--- config.mk ---
export PLATFORM = sky130hd
export DESIGN_NAME = flash_byte_sequencer
export DESIGN_NICKNAME = d
export VERILOG_FILES = /design/src/rtl/flash_byte_sequencer.sv
export SDC_FILE = /design/constraint.sdc
export NUM_CORES = 1
export LEC_CHECK = 0
export CORE_MARGIN = 3
export CORE_UTILIZATION = 54
export CTS_BUF_LIST = sky130_fd_sc_hd__clkbuf_8
export CTS_CLUSTER_SIZE = 25
export DETAILED_ROUTE_END_ITERATION = 7
export PLACE_DENSITY = 0.82
export RECOVER_POWER = 50
export SYNTH_ARGS = -nofsm -noshare
export SYNTH_HDL_FRONTEND = slang
export SYNTH_SLANG_ARGS = --single-unit
--- constraint.sdc ---
create_clock -name clk -period 3.6 [get_ports clk]
set_input_delay 0.72 -clock clk [delete_from_list [all_inputs] [get_ports clk]]
set_output_delay 0.72 -clock clk [all_outputs]
set_load 0.005 [all_outputs]
--- src/rtl/flash_byte_sequencer.sv ---
// Streams bytes out of 32-bit flash words, forward or backward, between two word addresses.
// Optional FLASH_SEQ_LOOP_EN adds a loop_en input that restarts a run instead of ending it.
module flash_byte_sequencer #(
  parameter int WORD_DELTA = 1,
  parameter int ADDR_W     = 23
) (
  input  logic              clk,
  input  logic              rst_n,
  input  logic              start,
  input  logic              stop,
  input  logic              reverse,
  input  logic [ADDR_W-1:0] start_word,
  input  logic [ADDR_W-1:0] end_word,
`ifdef FLASH_SEQ_LOOP_EN
  input  logic              loop_en,
`endif
  output logic              flash_read,
  output logic [ADDR_W-1:0] flash_address,
  input  logic              flash_waitrequest,
  input  logic              flash_readdatavalid,
  input  logic [31:0]       flash_readdata,
  output logic [7:0]        byte_data,
  output logic              byte_valid,
  input  logic              byte_ready,
  output logic              busy,
  output logic              done
);

  localparam logic [2:0] IDLE      = 3'd0;
  localparam logic [2:0] REQ       = 3'd1;
  localparam logic [2:0] WAIT_DATA = 3'd2;
  localparam logic [2:0] SERVE     = 3'd3;
  localparam logic [2:0] DRAIN     = 3'd4;
  localparam logic [2:0] DONE      = 3'd5;

  localparam logic [ADDR_W-1:0] DELTA = ADDR_W'(WORD_DELTA);

  logic [2:0]        state_q, state_d;
  logic [ADDR_W-1:0] word_q, word_d;
  logic [1:0]        byte_sel_q, byte_sel_d;
  logic [31:0]       data_q, data_d;
  logic              rev_q, rev_d;
  logic [ADDR_W-1:0] start_q, start_d;
  logic [ADDR_W-1:0] end_q, end_d;
  logic              flash_read_q, flash_read_d;
  logic [ADDR_W-1:0] flash_address_q, flash_address_d;
  logic              byte_valid_q, byte_valid_d;
  logic [7:0]        byte_data_q, byte_data_d;
  logic              done_q, done_d;

  logic              xfer;
  logic              last_byte;
  logic [1:0]        first_sel;
  logic              loop_hit;

`ifdef FLASH_SEQ_LOOP_EN
  assign loop_hit = loop_en;
`else
  assign loop_hit = 1'b0;
`endif

  function automatic logic [7:0] lane(input logic [31:0] d, input logic [1:0] sel);
    case (sel)
      2'd0:    lane = d[7:0];
      2'd1:    lane = d[15:8];
      2'd2:    lane = d[23:16];
      default: lane = d[31:24];
    endcase
  endfunction

  // NOTE: every always_comb output gets a default first so no path can infer a latch.
  always_comb begin
    state_d         = state_q;
    word_d          = word_q;
    byte_sel_d      = byte_sel_q;
    data_d          = data_q;
    rev_d           = rev_q;
    start_d         = start_q;
    end_d           = end_q;
    flash_address_d = flash_address_q;
    byte_data_d     = byte_data_q;

    xfer      = byte_valid_q & byte_ready;
    last_byte = rev_q ? (byte_sel_q == 2'd0) : (byte_sel_q == 2'd3);
    first_sel = rev_q ? 2'd3 : 2'd0;

    case (state_q)
      IDLE: begin
        if (start && !stop) begin
          rev_d      = reverse;
          start_d    = start_word;
          end_d      = end_word;
          word_d     = start_word;
          byte_sel_d = reverse ? 2'd3 : 2'd0;
          state_d    = REQ;
        end
      end
      REQ: begin
        // A stop in the very cycle the flash accepts still leaves a read in flight.
        if (stop)                    state_d = flash_waitrequest ? DONE : DRAIN;
        else if (!flash_waitrequest) state_d = WAIT_DATA;
      end
      WAIT_DATA: begin
        if (flash_readdatavalid) begin
          data_d  = flash_readdata;
          state_d = stop ? DONE : SERVE;
        end else if (stop) begin
          state_d = DRAIN;
        end
      end
      SERVE: begin
        if (stop) begin
          state_d = DONE;
        end else if (xfer) begin
          if (!last_byte) begin
            byte_sel_d = rev_q ? (byte_sel_q - 2'd1) : (byte_sel_q + 2'd1);
          end else if (word_q == end_q) begin
            if (loop_hit) begin
              word_d     = start_q;
              byte_sel_d = first_sel;
              state_d    = REQ;
            end else begin
              state_d = DONE;
            end
          end else begin
            word_d     = rev_q ? (word_q - DELTA) : (word_q + DELTA);
            byte_sel_d = first_sel;
            state_d    = REQ;
          end
        end
      end
      DRAIN: begin
        if (flash_readdatavalid) state_d = DONE;
      end
      DONE:    state_d = IDLE;
      default: state_d = IDLE;
    endcase

    // Outputs are decoded from the next state so they come straight from flops.
    flash_read_d = (state_d == REQ);
    if (state_d == REQ) flash_address_d = word_d;
    byte_valid_d = (state_d == SERVE);
    if (state_d == SERVE) byte_data_d = lane(data_d, byte_sel_d);
    done_d = (state_d == DONE);
  end

  // NOTE: sequential state uses non-blocking assignments so all flops update together.
  // NOTE: the data word is reset too, so byte_data never exposes a stale word after reset.
  always_ff @(posedge clk or negedge rst_n) begin
    if (!rst_n) begin
      state_q         <= IDLE;
      word_q          <= '0;
      byte_sel_q      <= '0;
      data_q          <= '0;
      rev_q           <= 1'b0;
      start_q         <= '0;
      end_q           <= '0;
      flash_read_q    <= 1'b0;
      flash_address_q <= '0;
      byte_valid_q    <= 1'b0;
      byte_data_q     <= '0;
      done_q          <= 1'b0;
    end else begin
      state_q         <= state_d;
      word_q          <= word_d;
      byte_sel_q      <= byte_sel_d;
      data_q          <= data_d;
      rev_q           <= rev_d;
      start_q         <= start_d;
      end_q           <= end_d;
      flash_read_q    <= flash_read_d;
      flash_address_q <= flash_address_d;
      byte_valid_q    <= byte_valid_d;
      byte_data_q     <= byte_data_d;
      done_q          <= done_d;
    end
  end

  assign flash_read    = flash_read_q;
  assign flash_address = flash_address_q;
  assign byte_valid    = byte_valid_q;
  assign byte_data     = byte_data_q;
  assign done          = done_q;
  assign busy          = (state_q != IDLE);

endmodule

Yosys cells after proc, flatten, opt, wreduce, memory -nomap -nowiden
Cells that the tools add are included.

word-level totals
  register bits = 118
  bits in latches = 0
  RAM bits = 0
  ROM bits = 0
  input port bits = 86
  output and inout bits = 35
  memories = 0

operators by class
  $add $sub $neg = 4
  multiply operators = 0
  divide/modulo/power cells = 0
  $lt $le $gt $ge = 0
  equal/unequal tests = 11
  shift-type cells = 0
  mux-type cells = 33
  bitwise operators = 1
  reductions and logical operators = 7

operators by type and width
  cell                                                                    count
  23-bit 2-to-1 mux                                                       6
  32-bit 2-to-1 mux                                                       2
  23-bit case mux with 2 select lines                                     1
  3-bit 2-to-1 mux                                                        11
  8-bit case mux with 3 select lines                                      1
  23-bit by 1-bit adder with 23-bit output (second input constant)        1
  23-bit equality test                                                    1
  23-bit by 1-bit subtractor with 23-bit output (second input constant)   1
  2-bit 2-to-1 mux                                                        8
  3-bit case mux with 5 select lines                                      1
  3-bit by 2-bit equality test with 1-bit output (second input constant)  3
  3-bit by 1-bit equality test with 1-bit output (second input constant)  2
  3-bit equality test (second input constant)                             2
  2-bit equality test (second input constant)                             2
  2-bit zero test                                                         2
  2-bit case mux with 2 select lines                                      1
  3-bit zero test                                                         1
  3-bit nonzero test                                                      1
  2-bit by 1-bit adder with 2-bit output (second input constant)          1
  2-bit by 1-bit equality test with 1-bit output (second input constant)  1
  1-bit 2-to-1 mux                                                        2
  2-bit AND reduction                                                     1
  2-bit by 1-bit subtractor with 2-bit output (second input constant)     1
  1-bit bitwise AND                                                       1
  2 further kinds                                                         2

Longest topological paths before layout
Gate-level depths: netlist (run 1).

  depth after elaboration = 8
  gate-level depth with buffers = 11
  gate-level depth less buffers = 9

Least setup slack after synthesis (run 1)
No wires, ideal clock.

  path kind = register to register
  from = register rev_q
  to = register flash_address_q[22] (netlist: flash_address[22])
  data arrival time = 2822 ps
  data required time = 3475 ps
  setup slack = 654 ps
  stages on the path, launching flop included = 10
  cells stage by stage = dfrtp_1 ha_1 a21o_1 a21oi_1 or3b_2 o2111ai_1 a211o_1 and2_1 o211ai_1 mux2_2

on the way
  word-level cells in the longest chain between the ends = 6

ends and longest elaborated chain
  item                                   RTL line  RTL
  start: declaration                     42        logic rev_q, rev_d;
  start signal: assignment               168       rev_q <= rev_d;
  23-bit 2-to-1 mux                      126       word_d = rev_q ? (word_q - DELTA) : (word_q + DELTA);
  23-bit 2-to-1 mux                      117       end else if (word_q == end_q) begin
  23-bit 2-to-1 mux *                    115       if (!last_byte) begin
  23-bit 2-to-1 mux *                    114       end else if (xfer) begin
  23-bit 2-to-1 mux *                    112       if (stop) begin
  23-bit case mux with 2 select lines *  87        case (state_q)
  via word_d[22]                         39        logic [ADDR_W-1:0] word_q, word_d;
  end signal: assignment                 172       flash_address_q <= flash_address_d;
  end: declaration                       46        logic [ADDR_W-1:0] flash_address_q, flash_address_d;

The timed path passes the listed nets; every way through them passes the cells marked *.
A chain may end at the register's enable or synchronous reset.

Worst setup path after layout (run 1)
  from = input port stop
  to = register flash_address_q[20] (netlist: flash_address[20])

RTL lines
  item                                   RTL line  RTL
  start: declaration                     10        input logic stop,
  1-bit zero test                        89        if (start && !stop) begin
  1-bit logical AND                      89
  23-bit 2-to-1 mux                      89
  23-bit case mux with 2 select lines *  87
  via word_d[20]                         39

Marked as above.

==> results.py, run 1 <==
metrics = {
    "outcome": {
        "status": "complete, but fails checks",
        "failed_checks": "capacitance limit, slew limit",
    },
    "routing": {
        "vias_per_cell": 5.88,
        "dr_total_vias": 5365,
        "drt-pass1-iter-count": 5,
        "antenna_left": 0,
        "drt_wl_total_um": 17100,
        "drcViolationCount": 0,
        "drt_iter0_drc": 410,
        "wl_per_cell_um": 18.7,
    },
    "grt": {
        "grtUsageTotal": 0.270,
        "grt_pass1_wl_um": 27900,
        "antenna_found_initial": 0,
        "grt-ovfl-total": 0,
        "grt_max_degree": 71,
        "grt_pass1_vias": 5492,
    },
    "timing": {
        "tns_ps": 0,
        "slew_headroom": -0.144,
        "hold_violations": 0,
        "min_period_ps": 3290,
        "fin_crit_sh": 0.913,
        "fmax_ghz": 0.304,
        "skew_ps": 12.1,
        "setup_viol": 0,
        "slew_violations": 71,
        "grt_setup_unrepaired": "no",
        "worst-slew-pin-transition_ps": 1720,
        "postLayoutSetupSlackWorst_ps": 313,
    },
    "synth": {
        "yosysUniqueCellTypes": 69,
        "ys_ff_latch": 118,
        "ys.flop_type": "dfrtp_1",
        "syn_nets": 738,
        "synthCells": 630,
        "synthArstFlopShare": 1.00,
        "synth_edf_count": 0,
        "ys_seq_area_frac": 0.457,
        "synth_area_um2": 6470,
        "synth_warnings": 0,
        "syn_area_per_cell_um2": 10.3,
    },
    "final_layout": {
        "area_growth_pct": 27.8,
        "antenna_cells": 0,
        "finalNetCount": 865,
        "final_cell_mix": "dfrtp_1, clkdlybuf4s50_1, nand2_1",
        "drive_above_1_share": 0.149,
    },
    "clock_network": {
        "htreeDepth": 4,
        "clk_transition_reported_paths_ps": 70,
        "cts-root-buf": "clkbuf_8",
        "insertion_delay_ps": 440,
        "hold_buffers": 0,
        "post-cts-setup-buffers": 0,
        "cts_buffer_depth": 2,
        "tritoncts": "yes",
        "numClockSinks": 118,
        "post_cts_resized": 0,
        "cts_inserted_buffers": 17,
    },
    "placed_design": {
        "dp_hpwl_um": 12400,
        "pre_cts_ws_ps": 363,
        "port_buffers": 120,
        "place_congestion": 0.982,
    },
    "worst_setup_path": {
        "critPathArrivalTime_ps": 3610,
        "worstSetupStartpointType": "input pin",
        "worstPathRequired_ps": 3920,
        "crit_type": "in -> reg",
        "r2r_cells": 9,
        "crit_fanout": 25,
        "worst_setup_path_end_kind": "flop",
    },
    "floorplanning": {
        "start_util": 0.559,
        "core_um2": 11600,
        "fp.dieW_um": 115,
        "io_pins": 121,
        "rows": 39,
        "die_y_um": 115,
        "die_area_um2": 13300,
    },
    "job": {
        "max_cap_violations": 1,
    },
    "power_and_ir_drop": {
        "p_leak_nw": 3.76,
        "ir_worst_vdd_mv": 0.438,
        "cellPowerDensity_nw_per_um2": 909,
    },
    "worst_hold_path": {
        "hold_path.class": "reg -> reg",
        "min_path_cells": 1,
    },
}
area by class of cell:
type                            count  area, µm²
Clock inverter                     12        175
Tap cell                          143        179
Inverter                           12       45.0
Fill cell                         833       3300
Multi-Input combinational cell    474       3340
Sequential cell                   118       2950
Timing Repair Buffer              134       1290
Clock buffer                       20        275
synthesized netlist by cell type (5+ instances only):
master / count / area, µm²
xor2_1: 23 / 201
o21ai_1: 5 / 25.0
nand2_1: 115 / 432
a21oi_1: 30 / 150
o21ai_0: 19 / 95.1
o211ai_1: 13 / 97.6
and3_1: 6 / 37.5
nor2_1: 25 / 93.8
o21bai_1: 5 / 37.5
or4_1: 6 / 45.0
dfrtp_1: 118 / 2950
a21o_1: 10 / 75.1
mux2_2: 52 / 586
xnor2_1: 13 / 114
clkbuf_1: 12 / 45.0
a221o_1: 11 / 110
nor3_1: 13 / 65.1
nand3_1: 10 / 50.1
inv_1: 11 / 41.3
mux2i_1: 12 / 120
a211oi_1: 9 / 67.6
o21a_1: 5 / 37.5
buf_2: 11 / 55.1
ha_1: 21 / 263
logic make-up after synthesis:
| family | synth area share |
|---|---|
| AO/OA/AOI/OAI | 0.146 |
| XOR/XNOR | 0.0488 |
| adder cells (fa/ha/maj) | 0.0437 |
| buffers and inverters | 0.0259 |
| flip-flops | 0.457 |
| multiplexers | 0.113 |
| AND/OR/NAND/NOR | 0.166 |
flip-flops by register name, indices dropped and copies added (netlist names), 2 cells and up:
name,count
byte_sel_q,2
flash_address,23
word_q,23
end_q,23
data_q,32
byte_data,8
state_q,3
metrics by stage:
step | hold WS [ps] | total power [W] | cell area [µm²] | cells | util
global route | 514 | 0.00804 | 8270 | 913 | 0.715
floorplan | 424 | 0.00488 | 6470 | 630 | -
detailed placement | 486 | 0.00610 | 7840 | 881 | 0.678
global placement | 479 | 0.00595 | 7840 | 881 | 0.678
CTS | 411 | 0.00751 | 8290 | 913 | 0.717
finish | 499 | 0.00751 | 8270 | 913 | 0.715
power by group:
part / total [W] / leakage, nW / switching [W] / internal, W
combinational: 0.00375 / 2.04 / 0.00195 / 0.00180
sequential: 0.00241 / 1.50 / 0.000478 / 0.00193
clock: 0.00136 / 0.221 / 0.000550 / 0.000807
worst max-delay path, cell delays in order:
cell	delay, ps
dlygate4sd3_1	670
nor2_1	230
and3_2	250
clkbuf_1	880
o21ai_0	200
a222oi_1	260
a21oi_1	120
mux2_2	270
per-layer routing:
| metal | global-route usage | part of all wire | vias to the layer above |
|---|---|---|---|
| li1 | - | - | 2526 |
| met4 | 0.0884 | 0.020 | 0 |
| met5 | 0 | 0 | - |
| met1 | 0.372 | 0.44 | 2601 |
| met3 | 0.0564 | 0.065 | 29 |
| met2 | 0.430 | 0.48 | 209 |
final timing paths:
kind	from	endpoint	slack [ps]
max	stop	flash_address[20]$_DFFE_PN0P_	310
min	data_q[18]$_DFF_PN0_	data_q[18]$_DFF_PN0_	500
max reg2reg	rev_q$_DFFE_PN0P_	flash_address[22]$_DFFE_PN0P_	360
min reg2reg	data_q[18]$_DFF_PN0_	data_q[18]$_DFF_PN0_	500
max in group asynchronous	rst_n	flash_address[18]$_DFFE_PN0P_	880
min in group asynchronous	rst_n	data_q[19]$_DFF_PN0_	730
Note: power is estimated with default switching activity, not from simulation.
==> inputs of run 2 (changes only) <==
- MAX_ROUTING_LAYER: default -> met4
==> run 2 against run 1 <==
Compared with the run above:
- the run still ends with capacitance limit, slew limit left
- core utilization down 0.43 points
- non-clock buffer count stayed put
- total power decreased by 2.0%
- sequential share of layout area grew 0.22 points
- clock-buffer cell count fell by 1
- combinational power is essentially flat
- sequential power barely moved
- critical path type is now reg -> reg
- largest cell class unchanged
==> results.py, run 2 (same netlist as run 1, synthesis figures left out) <==
metrics = {
    "outcome": {
        "status": "complete, but fails checks",
        "failed_checks": "capacitance limit, slew limit",
    },
    "worst_setup_path": {
        "timing.rr.end": "flash_address[22]$_DFFE_PN0P_",
        "crit_type": "reg -> reg",
        "reg2reg_setup_slack_ps": 360,
        "r2r_start": "rev_q$_DFFE_PN0P_",
        "worst_setup_path_end_kind": "flop",
        "worstSetupStartpointType": "flop",
        "crit_fanout": 15,
        "critPathArrivalTime_ps": 3620,
        "crit_start": "rev_q$_DFFE_PN0P_",
        "worstPathRequired_ps": 3970,
        "setup.worst_path.end": "flash_address[22]$_DFFE_PN0P_",
        "r2r_cells": 9,
    },
    "worst_hold_path": {
        "hold_path.class": "reg -> reg",
        "holdCritStartpoint": "end_q[12]$_DFFE_PN0P_",
    },
    "floorplanning": {
        "rows": 39,
        "start_util": 0.559,
        "die_y_um": 115,
        "io_pins": 121,
        "fp.dieW_um": 115,
        "die_area_um2": 13300,
        "core_um2": 11600,
    },
    "timing": {
        "fin_crit_sh": 0.901,
        "hold_violations": 0,
        "worst-slew-pin-transition_ps": 1600,
        "tns_ps": 0,
        "slew_violations": 67,
        "setup_viol": 0,
        "holdWs_ps": 498,
        "fmax_ghz": 0.308,
        "grt_setup_unrepaired": "no",
        "min_period_ps": 3240,
        "slew_headroom": -0.0649,
        "skew_ps": 9.77,
    },
    "grt": {
        "grt_pass1_vias": 5455,
        "grt_pass1_wl_um": 27900,
        "antenna_found_initial": 0,
        "grtUsageTotal": 0.277,
        "use_met3": 0.0595,
        "use_met2": 0.417,
        "grt-ovfl-total": 0,
        "busiest_layer": "met2",
        "grt_max_degree": 67,
        "use_met1": 0.380,
    },
    "final_layout": {
        "fin_cells": 913,
        "drive_above_1_share": 0.145,
        "final_cell_mix": "dfrtp_1, clkdlybuf4s50_1, nand2_1",
        "finalNetCount": 865,
        "multi_input_area_um2": 3340,
        "top_register": "data_q",
        "fin_area_um2": 8220,
        "largest_reg_flops": 32,
        "fill_cells": 857,
        "area_growth_pct": 27.0,
        "regArea_um2": 2950,
        "antenna_cells": 0,
    },
    "power_and_ir_drop": {
        "p_leak_nw": 3.76,
        "cellPowerDensity_nw_per_um2": 896,
        "ir_worst_vdd_mv": 0.420,
    },
    "clock_network": {
        "tritoncts": "yes",
        "htreeDepth": 4,
        "cts_inserted_buffers": 17,
        "numClockSinks": 118,
        "cts_buffer_depth": 2,
        "clk_transition_reported_paths_ps": 70,
        "hold_buffers": 0,
        "post_cts_resized": 0,
        "cts-root-buf": "clkbuf_8",
        "post-cts-setup-buffers": 0,
        "insertion_delay_ps": 440,
    },
    "routing": {
        "drt-pass1-iter-count": 5,
        "drcViolationCount": 0,
        "drt_iter0_drc": 479,
        "antenna_left": 0,
        "dr_total_vias": 5456,
        "vias_per_cell": 5.98,
        "wl_per_cell_um": 18.6,
        "drt_wl_total_um": 17000,
    },
    "job": {
        "max_cap_violations": 1,
    },
    "placed_design": {
        "place_area_um2": 7840,
        "place_inst": 881,
        "port_buffers": 120,
        "dp_hpwl_um": 12500,
        "place_congestion": 0.953,
    },
}
## run 2: power breakdown
| part | total [W] | switching [W] | internal (W) |
|---|---|---|---|
| Combinational | 0.00372 | 0.00193 | 0.00179 |
| Sequential | 0.00241 | 0.000477 | 0.00193 |
| Clock | 0.00123 | 0.000525 | 0.000705 |
| Total | 0.00736 | 0.00294 | 0.00443 |
## run 2: cell type report
type	count	share of cell area
well taps	143	0.0218
repair buffers	134	0.158
clock inverters	13	0.0169
multi-input cells	474	0.407
clock buffers	19	0.0318
flip-flops and latches	118	0.359
inverters	12	0.00548
## run 2: worst min path at each step
stage | to | slack (ps) | cells after the start
detailed placement | end_q[12]$_DFFE_PN0P_ | 480 | 2
floorplan | byte_data[0]$_DFFE_PN0P_ | 420 | 0
global placement | end_q[12]$_DFFE_PN0P_ | 480 | 2
global route | data_q[8]$_DFF_PN0_ | 510 | 1
CTS | data_q[11]$_DFF_PN0_ | 410 | 1
finish | end_q[12]$_DFFE_PN0P_ | 500 | 2
## run 2: per-stage QoR
step	setup slack [ps]	power [W]	utilization
floorplan	654	0.00488	-
global placement	427	0.00597	0.678
detailed placement	368	0.00609	0.678
CTS	396	0.00736	0.713
global route	133	0.00790	0.710
finish	357	0.00736	0.710
## run 2: worst max-delay path, stage by stage, from the launching register on
cell       delay [ps]
dfrtp_1           750
ha_1              420
a21o_1            200
a21oi_1           230
or3b_2            490
o2111ai_1         270
nand4_1           140
and2_1            180
o211ai_1          270
mux2_2            220
## run 2: routing by layer
layer	wire, µm	up-vias
li1	-	2527
met1	7510	2679
met2	8080	227
met3	1090	23
met4	290	0
met5	0	-
==> edit 1: new RTL, settings of run 2 <==
Change the parameter `ADDR_W` from 23 to 31.
--- a/src/rtl/flash_byte_sequencer.sv
+++ b/src/rtl/flash_byte_sequencer.sv
@@ -2,7 +2,7 @@
 // Optional FLASH_SEQ_LOOP_EN adds a loop_en input that restarts a run instead of ending it.
 module flash_byte_sequencer #(
   parameter int WORD_DELTA = 1,
-  parameter int ADDR_W     = 23
+  parameter int ADDR_W     = 31
 ) (
   input  logic              clk,
   input  logic              rst_n,
Interface: changed (resized end_word, flash_address and start_word); port bits go from 121 to 145. No check against the original RTL was run, so the function may have changed too.
==> edit 1 against run 2 <==
  * The flow still finishes with violations (capacitance limit, slew limit)
  * Power is 34% higher
  * Routed wire length is 28% higher
  * Synthesized area is 24% higher
  * Cell area is 23% higher
  * Sequential cell count is 24 higher
  * Count of clock-buffer cells in the layout is 1 lower
  * Setup slack worse by 0.082 ns
  * First-iteration DRC count is 14% lower
==> edit 1: results (changes against run 2) <==
Clock tree
  – Worst-Skew Late Latency: 0.46 ns (was 0.44 ns)
  – Clock-pin slew on the worst setup and hold paths: 0.09 ns (was 0.07 ns)

Yosys
  – Post-Synth Adder-Cell Area: 0.0477 (was 0.0437)
  – Synth top area cells: dfrtp_1 44%, nand2_1 5.8%, xnor2_1 4.6%, ha_1 4.5%, mux2_2 4.2% (was dfrtp_1 46%, mux2_2 9.1%, nand2_1 6.7%, ha_1 4.1%, xor2_1 3.1%)
  – Mean Syn Cell Area: 9.95 µm² (was 10.3 µm²)
  – Mux contribution to synthesized area: 0.0920 (was 0.113)
  – Synth Net Count: 939 (was 738)
  – Netlist cell types: 68 (was 69)
  – Commonest cells in the netlist: 142 x dfrtp_1, 125 x nand2_1, 47 x o21ai_0 (was 118 x dfrtp_1, 115 x nand2_1, 52 x mux2_2)

STA
  – Clock Skew: 0.0126 ns (was 0.00977 ns)
  – Fin. max-slew vios: 74 (was 67)
  – Min Hold Slack: 0.482 ns (was 0.498 ns)
  – Relative slew slack: -0.176 (was -0.0649)

Drt
  – Met1 WL: 10.1 mm (was 7.51 mm)
  – Vias: 6790 (was 5456)
  – Avg WL per Cell: 18.8 µm (was 18.6 µm)
  – Starting DRT DRC Count: 412 (was 479)
  – DR WL met3: 1.16 mm (was 1.09 mm)

Hold path
  – Worst Hold Launch: data_q[27]$_DFF_PN0_ (was end_q[12]$_DFFE_PN0P_)

Worst setup path
  – FF-to-FF path depth: 10 (was 9)
  – Reg2reg setup slack: 0.27 ns (was 0.36 ns)
  – Critical Path Max Stage Delay: 0.55 ns (was 0.75 ns)
  – Critical Path Fanout Max: 12 (was 15)

Pwr
  – Switch share: 0.421 (was 0.399)
  – Clk pwr share: 0.141 (was 0.167)
  – Comb pwr: 0.00556 W (was 0.00372 W)
  – Switching Power: 0.00417 W (was 0.00294 W)
  – Worst VDD drop: 0.521 mV (was 0.420 mV)

Placed design
  – Dpl ws: 0.225 ns (was 0.368 ns)
  – Placed cells: 1118 (was 881)
  – Placed Instance Area: 0.00973 mm² (was 0.00784 mm²)
  – HPWL Detailed: 15.9 mm (was 12.5 mm)

Global routing
  – Global-route wire length before repair: 35.3 mm (was 27.9 mm)
  – GRT met3 Usage: 0.0525 (was 0.0595)
  – Pin count of the biggest net entering global routing: 74 (was 67)
  – M1 GR Usage: 0.394 (was 0.380)
  – Total GRT Usage: 0.282 (was 0.277)
  – Met2 Resource Use GR: 0.429 (was 0.417)

Run status
  – Status: finished, violations left (unchanged)
  – Failing checks: capacitance limit, slew limit (unchanged)

Final layout
  – Final Non-Filler Cells: 1150 (was 913)
  – Ratio of cells with drive above 1 in the final layout: 0.111 (was 0.145)

Flow run
  – MaxCap Viol Count: 1 (unchanged)
[edit 1: changes by cell type after synthesis, sizes merged, moves of 11 or more]
cell / before / now
and2: 3 / 14
dfrtp: 118 / 142
xor2: 23 / 11
nor2: 26 / 43
a22oi: 4 / 26
xnor2: 13 / 42
o21ai: 24 / 48
[edit 1: cell families (layout without fill, tap and decap cells)]
| family | after synthesis | after routing |
|---|---|---|
| xor gates and xnor gates | 53 | 53 |
| and+or+nand+nor | 262 | 262 |
| DFF | 142 | 142 |
| AOI/OAI and AO/OA | 203 | 203 |
| muxes | 61 | 61 |
| buffers and inverters | 56 | 219 |
| adders and majority gates | 30 | 30 |
[edit 1: layout make-up]
type	count	area (µm²)
Multi-Input combinational cell	609	4230
Clock inverter	14	178
Fill cell	1101	4090
Inverter	23	91.3
Sequential cell	142	3550
Clock buffer	18	248
Timing Repair Buffer	164	1600
Tap cell	180	225
[edit 1: what timing repair did]
action	CTS	global route
resized for setup	0	2
setup endpoints to repair	0	5
endpoints found under the hold margin	0	0
hold buffers	0	0
==> edit 2: new RTL, flow settings as in run 2 <==
Made on the original files. Take the reset off `data_q` and load it in a clocked block of its own.
--- a/src/rtl/flash_byte_sequencer.sv
+++ b/src/rtl/flash_byte_sequencer.sv
@@ -151,7 +151,6 @@
       state_q         <= IDLE;
       word_q          <= '0;
       byte_sel_q      <= '0;
-      data_q          <= '0;
       rev_q           <= 1'b0;
       start_q         <= '0;
       end_q           <= '0;
@@ -164,7 +163,6 @@
       state_q         <= state_d;
       word_q          <= word_d;
       byte_sel_q      <= byte_sel_d;
-      data_q          <= data_d;
       rev_q           <= rev_d;
       start_q         <= start_d;
       end_q           <= end_d;
@@ -176,6 +174,10 @@
     end
   end
 
+  always_ff @(posedge clk) begin
+    data_q <= data_d;
+  end
+
   assign flash_read    = flash_read_q;
   assign flash_address = flash_address_q;
   assign byte_valid    = byte_valid_q;
Check against the original RTL: no difference found for any inputs over 4 cycles, from zero or initial values and one cycle with rst_n low; that may be too few to reach the edited logic, so the function may still have changed.
==> edit 2 against run 2 <==
  * The flow still finishes with violations (capacitance limit, slew limit)
  * Setup slack gained 0.015 ns
  * Highest routed layer unchanged
  * Routed wire length grew 0.38%
  * Clock skew grew 0.0013 ns
  * Sequential share of layout area shrank 1.4 points
  * Global-route usage grew 0.13 points
  * Cell area shrank 1.6%
  * Clock power grew 8%
  * Power grew 1.2%
  * Synthesized area shrank 2.5%
  * Largest cell class unchanged
  * Sequential cell count is the same
  * Via count shrank 1.5%
==> edit 2: results (changes against run 2) <==
Run status
  – Status: finished, violations left (unchanged)
  – Failing checks: capacitance limit, slew limit (unchanged)

Placed design
  – Dpl ws: 0.367 ns (was 0.368 ns)
  – GP Congestion: 0.957 (was 0.953)
  – Placed cells: 877 (was 881)
  – HPWL Detailed: 12.3 mm (was 12.5 mm)
  – Placed Instance Area: 0.00766 mm² (was 0.00784 mm²)

Global routing
  – Pin count of the biggest net entering global routing: 87 (was 67)
  – Vias in the first global route: 5456 (was 5455)
  – Global-route wire length before repair: 27.5 mm (was 27.9 mm)
  – Total GRT Usage: 0.278 (was 0.277)

Yosys
  – Netlist cell types: 70 (was 69)
  – Synth top area cells: dfrtp_1 34%, dfxtp_1 10%, mux2_2 9.3%, nand2_1 6.8%, ha_1 4.2% (was dfrtp_1 46%, mux2_2 9.1%, nand2_1 6.7%, ha_1 4.1%, xor2_1 3.1%)
  – Post-synth top flop: dfrtp_1 (unchanged)
  – Ys async rst share: 0.729 (was 1.00)
  – Mean Syn Cell Area: 10.0 µm² (was 10.3 µm²)
  – Post-synthesis sequential area ratio: 0.443 (was 0.457)
  – Commonest cells in the netlist: 115 x nand2_1, 86 x dfrtp_1, 52 x mux2_2 (was 118 x dfrtp_1, 115 x nand2_1, 52 x mux2_2)

Final layout
  – Fillcell total: 827 (was 857)
  – Antenna diode instance count: 0 (unchanged)
  – Final net count: 864 (was 865)
  – Final Non-Filler Cells: 909 (was 913)
  – Ratio of cells with drive above 1 in the final layout: 0.134 (was 0.145)
  – Flip-flop count of the largest register after layout: 32 (unchanged)

Drt
  – Avg WL per Cell: 18.7 µm (was 18.6 µm)
  – Starting DRT DRC Count: 466 (was 479)
  – Via-to-Cell Ratio: 5.91 (was 5.98)
  – Drt first pass iters: 5 (unchanged)

Pwr
  – Worst VDD drop: 0.575 mV (was 0.420 mV)
  – Leakage: 3.61 nW (was 3.76 nW)

Clock tree
  – # resized after CTS: 0 (unchanged)
  – Worst-Skew Late Latency: 0.46 ns (was 0.44 ns)
  – CTS root buffer: clkbuf_8 (unchanged)

Die
  – Initial core utilization: 0.567 (was 0.559)

Worst setup path
  – Worst path arrival time: 3.63 ns (was 3.62 ns)
  – FF-to-FF path depth: 10 (was 9)

STA
  – Clock Skew: 0.0110 ns (was 0.00977 ns)
  – Tightest Pin Transition: 2.14 ns (was 1.60 ns)
  – Fin. max-slew vios: 87 (was 67)

Flow run
  – MaxCap Viol Count: 1 (unchanged)

Hold path
  – Hold path depth: 1 (was 2)
edit 2: cell types whose count changed in the layout (fill, tap and decap cells not counted), sizes merged:
cell / delta
bufinv: +1
clkbuf: -2
clkinv: -1
clkinvlp: +3
dfrtp: -32
dfxtp: +32
inv: -2
edit 2: path summary, 6_finish.rpt:
kind	from	to	slack [ns]
worst max-delay path	rev_q$_DFFE_PN0P_	flash_address[22]$_DFFE_PN0P_	0.37
min in group asynchronous	rst_n	flash_address[15]$_DFFE_PN0P_	0.89
max in group asynchronous	rst_n	flash_address[1]$_DFFE_PN0P_	1.45
worst max register to register	rev_q$_DFFE_PN0P_	flash_address[22]$_DFFE_PN0P_	0.37
worst min register to register	data_q[9]$_DFF_P_	data_q[9]$_DFF_P_	0.48
worst min-delay path	data_q[9]$_DFF_P_	data_q[9]$_DFF_P_	0.48
edit 2: cell families after synthesis:
group / count (synthesis) / synth area share
and+or+nand+nor: 214 / 0.170
xor gates and xnor gates: 36 / 0.0500
DFF: 118 / 0.443
adders and majority gates: 22 / 0.0448
AOI/OAI and AO/OA: 136 / 0.150
buffers and inverters: 38 / 0.0266
muxes: 66 / 0.116
edit 2: final cells by class:
type,instances,area (µm²),share of cell area
sequential,118,2790,0.346
multi-input combinational,474,3350,0.414
inverter,12,45.0,0.00557
tap,140,175,0.0217
timing repair buffer,133,1290,0.160
clock inverter,14,184,0.0228
clock buffer,18,248,0.0307
edit 2: metrics by stage:
| stage | total power [W] | utilization |
|---|---|---|
| after floorplan | 0.00488 | - |
| after global placement | 0.00590 | 0.688 |
| after detailed placement | 0.00606 | 0.688 |
| after CTS | 0.00744 | 0.727 |
| after global routing | 0.00796 | 0.726 |
| final | 0.00745 | 0.726 |
edit 2: report_power, final:
part           total, W  switching [W]  internal, W
clock           0.00133       0.000565     0.000764
sequential      0.00241       0.000474      0.00194
combinational   0.00371        0.00193      0.00178
total           0.00745        0.00297      0.00448
edit 2: metal layers:
metal  global-route usage  part of all wire  vias up
li1                     -                 -     2530
met1                0.375              0.45     2635
met2                0.420              0.47      180
met3               0.0544             0.055       31
met4                0.104             0.023        0
met5                    -                 0        -
edit 2: worst max-delay path, stage by stage, from the launching register on:
cell       delay (ns)
dfrtp_1          0.61
buf_4            0.30
fa_1             0.43
a211oi_1         0.29
o21ai_0          0.22
a22o_1           0.29
o2111ai_1        0.25
nand4_1          0.16
and2_1           0.19
o211ai_1         0.21
mux2_2           0.20
